**src/rtl/alu_pkg.sv**
```systemverilog
// Shared ALU definitions: flag bit positions and the buffered result entry layout.
package alu_pkg;

    localparam int NUM_FLAGS = 6;

    localparam int FLG_CARRY = 0;
    localparam int FLG_OVF   = 1;
    localparam int FLG_NEG   = 2;
    localparam int FLG_LESS  = 3;
    localparam int FLG_EQ    = 4;
    localparam int FLG_ZERO  = 5;

    localparam int ENTRY_RES_W = 8;
    localparam int ENTRY_SEL_W = 5;

    typedef struct packed {
        logic [ENTRY_RES_W-1:0] result;
        logic [ENTRY_SEL_W-1:0] select;
        logic [NUM_FLAGS-1:0]   flags;
    } alu_entry_t;

endpackage

```
**src/rtl/alu_result_buffer_if.sv**
```systemverilog
// Producer/consumer handshake bundle between the ALU, the result buffer and its consumer.
interface alu_result_buffer_if #(
    parameter int RES_W = 8,
    parameter int SEL_W = 5
) ();
    import alu_pkg::*;

    logic                 in_valid;
    logic                 in_ready;
    logic [RES_W-1:0]     in_result;
    logic [SEL_W-1:0]     in_select;
    logic [NUM_FLAGS-1:0] in_flags;

    logic                 out_valid;
    logic                 out_ready;
    logic [RES_W-1:0]     out_result;
    logic [SEL_W-1:0]     out_select;
    logic [NUM_FLAGS-1:0] out_flags;

    modport slave (
        input  in_valid, in_result, in_select, in_flags, out_ready,
        output in_ready, out_valid, out_result, out_select, out_flags
    );

    modport master (
        output in_valid, in_result, in_select, in_flags, out_ready,
        input  in_ready, out_valid, out_result, out_select, out_flags
    );

endinterface

```
**src/rtl/alu_result_buffer_sync_fifo.sv**
```systemverilog
// Generic single-clock circular FIFO with an explicit occupancy register.
module sync_fifo #(
    parameter int WIDTH = 8,
    parameter int DEPTH = 4
) (
    input  logic                       clk,
    input  logic                       rst_n,
    input  logic                       push_valid,
    output logic                       push_ready,
    input  logic [WIDTH-1:0]           push_data,
    output logic                       pop_valid,
    input  logic                       pop_ready,
    output logic [WIDTH-1:0]           pop_data,
    output logic [$clog2(DEPTH):0]     count,
    output logic                       full,
    output logic                       empty,
    output logic                       push_fire
);
    localparam int PTR_W = $clog2(DEPTH);
    localparam int CNT_W = PTR_W + 1;

    logic [WIDTH-1:0] mem [DEPTH];
    logic [PTR_W-1:0] wr_ptr;
    logic [PTR_W-1:0] rd_ptr;
    logic             pop_fire;

    // Status decodes only from the registered count, so push_ready never sees pop_ready.
    assign full       = (count == CNT_W'(DEPTH));
    assign empty      = (count == '0);
    assign push_ready = !full;
    assign pop_valid  = !empty;
    assign push_fire  = push_valid && push_ready;
    assign pop_fire   = pop_valid && pop_ready;
    assign pop_data   = mem[rd_ptr];

    always_ff @(posedge clk or negedge rst_n) begin
        if (!rst_n) begin
            wr_ptr <= '0;
            rd_ptr <= '0;
            count  <= '0;
        end else begin
            if (push_fire) wr_ptr <= wr_ptr + PTR_W'(1);
            if (pop_fire)  rd_ptr <= rd_ptr + PTR_W'(1);
            case ({push_fire, pop_fire})
                2'b10:   count <= count + CNT_W'(1);
                2'b01:   count <= count - CNT_W'(1);
                default: count <= count;
            endcase
        end
    end

    always_ff @(posedge clk) begin
        if (push_fire) mem[wr_ptr] <= push_data;
    end

endmodule

```
**src/rtl/alu_result_buffer.sv**
```systemverilog
// ALU result buffer: FIFOs result/opcode/flags for a stalling consumer and tracks sticky flags and op count.
module alu_result_buffer
    import alu_pkg::*;
#(
    parameter int DEPTH = 4,
    parameter int RES_W = 8,
    parameter int SEL_W = 5,
    parameter int CNT_W = 16
) (
    input  logic                   clk,
    input  logic                   rst_n,
    alu_result_buffer_if.slave     bus,
    output logic [$clog2(DEPTH):0] count,
    output logic                   full,
    output logic                   empty,
    output logic [NUM_FLAGS-1:0]   sticky_flags,
    input  logic                   sticky_clr,
    output logic [CNT_W-1:0]       op_count
);
    localparam int ENTRY_W = RES_W + SEL_W + NUM_FLAGS;

    alu_entry_t         wr_entry;
    alu_entry_t         rd_entry;
    logic [ENTRY_W-1:0] rd_bits;
    logic               push;

    assign wr_entry.result = bus.in_result;
    assign wr_entry.select = bus.in_select;
    assign wr_entry.flags  = bus.in_flags;
    assign rd_entry        = alu_entry_t'(rd_bits);

    sync_fifo #(
        .WIDTH (ENTRY_W),
        .DEPTH (DEPTH)
    ) u_fifo (
        .clk        (clk),
        .rst_n      (rst_n),
        .push_valid (bus.in_valid),
        .push_ready (bus.in_ready),
        .push_data  (ENTRY_W'(wr_entry)),
        .pop_valid  (bus.out_valid),
        .pop_ready  (bus.out_ready),
        .pop_data   (rd_bits),
        .count      (count),
        .full       (full),
        .empty      (empty),
        .push_fire  (push)
    );

    assign bus.out_result = rd_entry.result;
    assign bus.out_select = rd_entry.select;
    assign bus.out_flags  = rd_entry.flags;

    always_ff @(posedge clk or negedge rst_n) begin
        if (!rst_n) begin
            sticky_flags <= '0;
            op_count     <= '0;
        end else begin
            // A clear coinciding with a push keeps only the newly pushed flags.
            if (sticky_clr) sticky_flags <= push ? bus.in_flags : '0;
            else if (push)  sticky_flags <= sticky_flags | bus.in_flags;
            if (push && (op_count != '1)) op_count <= op_count + CNT_W'(1);
        end
    end

endmodule

```
**src/flat_wrapper.sv**
```systemverilog
// flat-port wrapper written by rule: the top's interface ports become plain ports
module alu_result_buffer_flat import alu_pkg::*;
#(
    parameter int DEPTH = 4,
    parameter int RES_W = 8,
    parameter int SEL_W = 5,
    parameter int CNT_W = 16
)
  (clk, rst_n, count, full, empty, sticky_flags, sticky_clr, op_count, bus_in_valid, bus_in_result, bus_in_select, bus_in_flags, bus_out_ready, bus_in_ready, bus_out_valid, bus_out_result, bus_out_select, bus_out_flags);
  alu_result_buffer_if #(.RES_W(RES_W), .SEL_W(SEL_W)) bus_i ();
  input  logic clk;
  input  logic rst_n;
  output logic [$clog2(DEPTH):0] count;
  output logic full;
  output logic empty;
  output logic [NUM_FLAGS-1:0] sticky_flags;
  input  logic sticky_clr;
  output logic [CNT_W-1:0] op_count;
  input wire logic [$bits(bus_i.in_valid)-1:0] bus_in_valid;
  input wire logic [$bits(bus_i.in_result)-1:0] bus_in_result;
  input wire logic [$bits(bus_i.in_select)-1:0] bus_in_select;
  input wire logic [$bits(bus_i.in_flags)-1:0] bus_in_flags;
  input wire logic [$bits(bus_i.out_ready)-1:0] bus_out_ready;
  output wire logic [$bits(bus_i.in_ready)-1:0] bus_in_ready;
  output wire logic [$bits(bus_i.out_valid)-1:0] bus_out_valid;
  output wire logic [$bits(bus_i.out_result)-1:0] bus_out_result;
  output wire logic [$bits(bus_i.out_select)-1:0] bus_out_select;
  output wire logic [$bits(bus_i.out_flags)-1:0] bus_out_flags;
  assign bus_i.in_valid = bus_in_valid;
  assign bus_i.in_result = bus_in_result;
  assign bus_i.in_select = bus_in_select;
  assign bus_i.in_flags = bus_in_flags;
  assign bus_i.out_ready = bus_out_ready;
  assign bus_in_ready = bus_i.in_ready;
  assign bus_out_valid = bus_i.out_valid;
  assign bus_out_result = bus_i.out_result;
  assign bus_out_select = bus_i.out_select;
  assign bus_out_flags = bus_i.out_flags;
  alu_result_buffer #(.DEPTH(DEPTH), .RES_W(RES_W), .SEL_W(SEL_W), .CNT_W(CNT_W)) u_core (.clk(clk), .rst_n(rst_n), .bus(bus_i), .count(count), .full(full), .empty(empty), .sticky_flags(sticky_flags), .sticky_clr(sticky_clr), .op_count(op_count));
endmodule
```
**config.mk**
```make
export PLATFORM = sky130hd
export DESIGN_NAME = alu_result_buffer_flat
export DESIGN_NICKNAME = d
export VERILOG_FILES = /design/src/rtl/alu_pkg.sv /design/src/rtl/alu_result_buffer_if.sv /design/src/rtl/alu_result_buffer_sync_fifo.sv /design/src/rtl/alu_result_buffer.sv /design/src/flat_wrapper.sv
export SDC_FILE = /design/constraint.sdc
export NUM_CORES = 1
export LEC_CHECK = 0
export ABC_AREA = 0
export CORE_ASPECT_RATIO = 2
export CORE_MARGIN = 4
export CORE_UTILIZATION = 57
export CTS_CLUSTER_DIAMETER = 30
export CTS_CLUSTER_SIZE = 12
export DETAILED_ROUTE_END_ITERATION = 8
export GPL_TIMING_DRIVEN = 0
export PLACE_DENSITY = 0.85
export SYNTH_ARGS = -nofsm -noshare
export SYNTH_HDL_FRONTEND = slang
export SYNTH_SLANG_ARGS = --single-unit
export TNS_END_PERCENT = 10
```
**constraint.sdc**
```tcl
create_clock -name clk -period 3.9 [get_ports clk]
set_input_delay 0.78 -clock clk [delete_from_list [all_inputs] [get_ports clk]]
set_output_delay 0.78 -clock clk [all_outputs]
set_load 0.05 [all_outputs]
```
* Word-level counts from Yosys, hierarchy flattened *
Memories as Yosys holds them, arrays and structs flattened.
Index checks and enable logic that the tools add are counted.

word-level totals
  register bits after elaboration = 29
  bits in latches = 0
  memory bits (writable) = 76
  bits in read-only memories = 0
  input bits = 24
  memories kept = 1

cells by class
  add/subtract/negate cells = 5
  $mul = 0
  divide/modulo/power cells = 0
  order comparisons = 0
  eq/ne operators = 4
  shifts and indexed selects = 0
  mux-type cells = 6
  bitwise gates (word level) = 1
  reduce and logical (&&, ||, !) cells = 8

memory list
  memory             depth  width  rd ports  clocked after memory_dff  write ports  line                               text
  u_core.u_fifo.mem  4      19     1         0                         1            alu_result_buffer_sync_fifo.sv:22  logic [WIDTH-1:0] mem [DEPTH];

operators by type and width
  kind                                                  number
  two-way mux 6 bit                                     3
  adder 16 x 1 -> 16 bit (second input constant)        1
  != test 16 bit (second input constant)                1
  OR 6 bit                                              1
  one-hot mux 3 bit (2 select lines)                    1
  adder 2 x 1 -> 2 bit (second input constant)          2
  nonzero test 2 bit                                    2
  adder 3 x 1 -> 3 bit (second input constant)          1
  equality test 3 bit (second input constant)           1
  logical AND 1 bit                                     3
  zero test 3 bit                                       1
  subtractor 3 x 1 -> 3 bit (second input constant)     1
  equality test 2 x 1 -> 1 bit (second input constant)  1
  equality test 2 bit (second input constant)           1
  zero test 1 bit                                       2
  two-way mux 1 bit                                     2

* Longest topological paths before layout *
  depth in word-level cells = 5
  depth in mapped cells = 11
  depth with buffers taken out = 9

* Modules after synthesis *
A second synthesis with hierarchy kept.

unflattened totals
  cells, all modules = 238
  area total of the unflattened synthesis = 4,231.6 um2

modules (own cells, without submodules)
  module             instances  cells each  area an instance (um2)
  sync_fifo          1          139         3,193.1
  alu_result_buffer  1          99          1,038.5

* Worst setup path after synthesis *
No wires, ideal clock.

  path type = reg-to-reg
  from = reg u_core.u_fifo.count[2]
  to = reg u_core.u_fifo.count[2]
  arrival = 2,590 ps
  data required time = 3,818 ps
  setup slack = 1,228 ps
  stages on the path, launching flop included = 12
  path buffers = 2
  clock period less this slack = 2,672 ps
  path through = dfrtp_1 -> or3b_1 -> buf_6 -> and2_2 -> buf_6 -> inv_2 -> ha_1 -> inv_1 -> fa_1 -> xor2_1 -> nor2_1 -> xor2_1

on the way
  word-level cells in the longest chain between the ends = 5
  elaborated cells on any way between the ends = 12
  classes of those cells = add/sub (2); eq/ne (3); mux (1); reduce/logical (6)

ends and longest elaborated chain
  item                                                                             line                               text
  from (decl)                                                                      alu_result_buffer_sync_fifo.sv:14  output logic [$clog2(DEPTH):0] count,
  from (signal assigned)                                                           alu_result_buffer_sync_fifo.sv:45  2'b10: count <= count + CNT_W'(1);
  from (signal assigned)                                                           alu_result_buffer_sync_fifo.sv:46  2'b01: count <= count - CNT_W'(1);
  from (signal assigned)                                                           alu_result_buffer_sync_fifo.sv:47  default: count <= count;
  equality test 3 bit *                                                            alu_result_buffer_sync_fifo.sv:28  assign full = (count == CNT_W'(DEPTH));
  zero test 1 bit *                                                                alu_result_buffer_sync_fifo.sv:30  assign push_ready = !full;
  named net bus_in_ready                                                           flat_wrapper.sv:24                 output wire logic [$bits(bus_i.in_ready)-1:0] bus_in_ready;
  logical AND 1 bit *                                                              alu_result_buffer_sync_fifo.sv:32  assign push_fire = push_valid && push_ready;
  equality test 2 x 1 -> 1 bit / equality test 2 bit (equally long branches)       alu_result_buffer_sync_fifo.sv:44  case ({push_fire, pop_fire})
  one-hot mux 3 bit (2 select lines) / nonzero test 2 bit (equally long branches)  --

Mark *: on every way through the listed nets, which the timed path passes. The rest lies on a longest branch.
A chain may end at the register's enable or synchronous reset.

* Final worst setup path *
  from = reg u_core.u_fifo.rd_ptr[1]
  to = out bus_out_result[3]

on the way
  word-level cells in the longest chain between the ends = 1

ends and longest elaborated chain
  item                    line                               text
  from (decl)             alu_result_buffer_sync_fifo.sv:24  logic [PTR_W-1:0] rd_ptr;
  from (signal assigned)  alu_result_buffer_sync_fifo.sv:43  if (pop_fire) rd_ptr <= rd_ptr + PTR_W'(1);
  memory (4 x 19 bit)     --
  to (decl)               flat_wrapper.sv:26                 output wire logic [$bits(bus_i.out_result)-1:0] bus_out_result;

No other way between the ends.

==> results.md <==
- Status: completed
- Max-slew violations: 0
- Layout cells sized above 1: 0.160
- Max stage delay on crit path: 0.84 ns
- Diode count: 0
- PD cells: 853 mW/mm²
- All-Layer GR Usage: 0.231
- DRC Markers: 0
- Fmax: 311 MHz
- First-pass GRT wire length: 14300 µm
- Post-CTS Setup Bufs: 0
- Post-CTS sizing: 0
- Die area: 0.00894 mm²
- Final hold slack: between 0.4 and 0.5 ns
- RSZ-0062 raised after global routing: false
- Initial antenna violation count: 0
- DP Cell Count: ~400
- Inserted Clock Buffers: 9
- Worst endpoint required time: ~3.1 ns
- Setup TNS: 0 ns
- Worst slew margin: 0.314
- Synth cell types: 35
- Worst endpoint data arrival time: approximately 2.4 ns
- Core footprint: slightly above 0.007 mm²
- H-tree depth: 3
- Via count: ~2400
- Setup Skew: 0.0126 ns
- HP Class: in -> async
- DRT Pass-1 Iters: 4
- IO Count: 72
- Critical path class: reg -> out
- Clock tree sinks: 105
- Non-filler cells, final: 418
- Largest net degree at the start of global routing: 30
- Crit path max fanout: 10
- Synthesized area: 0.00423 mm²
- Remaining Overflow, GRT: 0
- CTS tree: done
- Synth-to-Final Area Change: 26.8%
- Synth Register Bits: 105
- Chip height: ~130 µm
- Period utilization: 0.825
- Gpl congestion: around 0.8
- Die extent in x: 68.9 µm
- Worst-margin pin slew: 1.02 ns
- Final Util: 0.738
- Final wirelength: 9070 µm
- Initial core utilization: 0.582
- Clock transition at the registers of the reported paths: 0.06 ns
- Hold Buf Count CTS: 0
- Fin crit period: 3.22 ns
- Critical path, cell by cell: clkbuf_1 -> mux4_2 -> clkdlybuf4s50_1
- Final hold vios: 0
- Hpwl dp: 5710 µm
- I/O Buffers: between 70 and 80
- Mapped Cells: 239
- Worst-Skew Late Latency: 0.34 ns
- DR iter-0 viols: 198
- Vias in the first global route: 2508
- Max Cap Viol: 0
- Site row count: 44
- WL/cell: 21.7 µm
- Startpoint types: flip-flop
- Sequential element share of the synthesized area: 0.711
- CTS Buffer Depth: 2
- Final #Nets: 352
- Syn Nets: 270
- Synth warn: 0
- Vias per cell: between 5 and 6
- Setup violators final: 0
- Maximum VDD drop: between 500 and 600 µV
- Crit-path slowest cell: clkdlybuf4s50_1
- Antenna Nets Post-Route: 0
- Mapped Avg Cell Area: 17.7 µm²
- CTS root buf: clkbuf_16
- Critical Path Sink Type: primary output
- Leakage: 1.98 nW
## placed cells by master (no fill, tap or decap)
master           count
mux2_4               1
a21oi_2              1
nor3_1               4
nor4_1               4
o21ai_0              7
nor2_1               5
dfrtp_1             29
mux2i_1              2
clkbuf_16            9
inv_2                2
nand2_1             13
and3_2               4
xnor2_1              3
nand3_1              6
fa_1                 1
a211oi_1             3
and2_1               1
and2_2               1
bufinv_16            2
nor4b_4              1
and4_1               1
and3_1               1
nor4_4               1
or3b_1               2
o32a_1               1
nand4_1              4
buf_6                3
clkdlybuf4s50_1     70
clkbuf_1             5
or3_2                1
inv_1               13
xor2_1              16
mux4_2              19
or2_2                1
clkinv_4             2
a21oi_1              1
ha_1                 6
edfxtp_1            76
buf_2                4
## sequential cells by signal, indices dropped and copies added (netlist names)
name                  cells
u_core.sticky_flags       6
u_core.u_fifo.wr_ptr      2
u_core.u_fifo.rd_ptr      2
u_core.u_fifo.count       3
u_core.op_count          16
u_core.u_fifo.mem        76
## area by class of cell
type                            instances  area, µm²
Sequential cell                       105       3010
Timing Repair Buffer                   71        706
Multi-Input combinational cell        111       1110
Buffer                                  8       56.3
Clock inverter                          4       77.6
Inverter                               15       56.3
Fill cell                             463       1900
Clock buffer                           12        236
Tap cell                               92        115
## worst paths after layout
kind / start / end / slack (ns) / cells after the start
max in group asynchronous: rst_n / u_core.u_fifo.count[1] / 3.01 / 1
hold / removal: rst_n / u_core.op_count[14] / 0.46 / 1
setup reg to reg: u_core.u_fifo.count[0] / u_core.u_fifo.count[2] / 1.37 / 11
setup / recovery: u_core.u_fifo.rd_ptr[1] / bus_out_result[3] / 0.68 / 3
min in group clk: u_core.op_count[15] / u_core.op_count[15] / 0.51 / 1
hold reg to reg: u_core.op_count[15] / u_core.op_count[15] / 0.51 / 1
## critical path: cells and delay by family (launching register included)
kind                   cells  cell delay [ns]
buffers and inverters      2             1.38
muxes                      1             0.36
DFF                        1             0.35
## metrics by stage
stage	power (mW)	setup WS [ns]	instance area (µm²)
5_1_grt	4.78	0.624	5360
4_1_cts	4.62	0.696	5370
3_5_place_dp	3.64	0.955	5050
2_1_floorplan	3.00	1.23	4230
6_report	4.58	0.684	5360
3_3_place_gp	3.59	1.01	5050
## cell families after synthesis
family                   synth area share
adder cells (fa/ha/maj)            0.0225
AND/OR/NAND/NOR                    0.0716
AO/OA/AOI/OAI                      0.0192
buffers and inverters              0.0266
flip-flops                          0.711
multiplexers                        0.109
XOR/XNOR                           0.0393
## synth_stat cells
cell type  instances  area, µm²
xnor2_1            3       26.3
a211oi_1           3       22.5
nor2_1             5       18.8
and3_2             4       30.0
edfxtp_1          76       2280
dfrtp_1           29        726
o21ai_0            7       35.0
nor3_1             4       20.0
mux2_4             1       15.0
o32a_1             1       10.0
ha_1               6       75.1
nand3_1            6       30.0
or3b_1             2       17.5
xor2_1            16        140
a21oi_2            1       8.76
and4_1             1       8.76
and3_1             1       6.26
buf_2              3       15.0
mux4_2            19        428
inv_2              2       7.51
nor4_1             4       25.0
a21oi_1            1       5.00
clkbuf_1           2       7.51
or2_2              1       6.26
buf_6              3       33.8
mux2i_1            2       20.0
inv_1             13       48.8
or3_2              1       7.51
nor4_4             1       21.3
nor4b_4            1       23.8
and2_1             1       6.26
and2_2             1       7.51
fa_1               1       20.0
nand2_1           13       48.8
nand4_1            4       25.0
## layer usage
layer | share of wire | global-route usage
met5 | 0 | 0
met4 | 0.024 | 0.0966
met3 | 0.042 | 0.0413
met2 | 0.57 | 0.389
met1 | 0.37 | 0.289
## power by group
part	leakage [nW]	switching (mW)	total (mW)	internal, mW
Sequential	1.06	0.146	1.62	1.47
Combinational	0.774	1.29	2.02	0.729
Clock	0.151	0.376	0.942	0.566
Note: power is estimated with default switching activity, not from simulation.
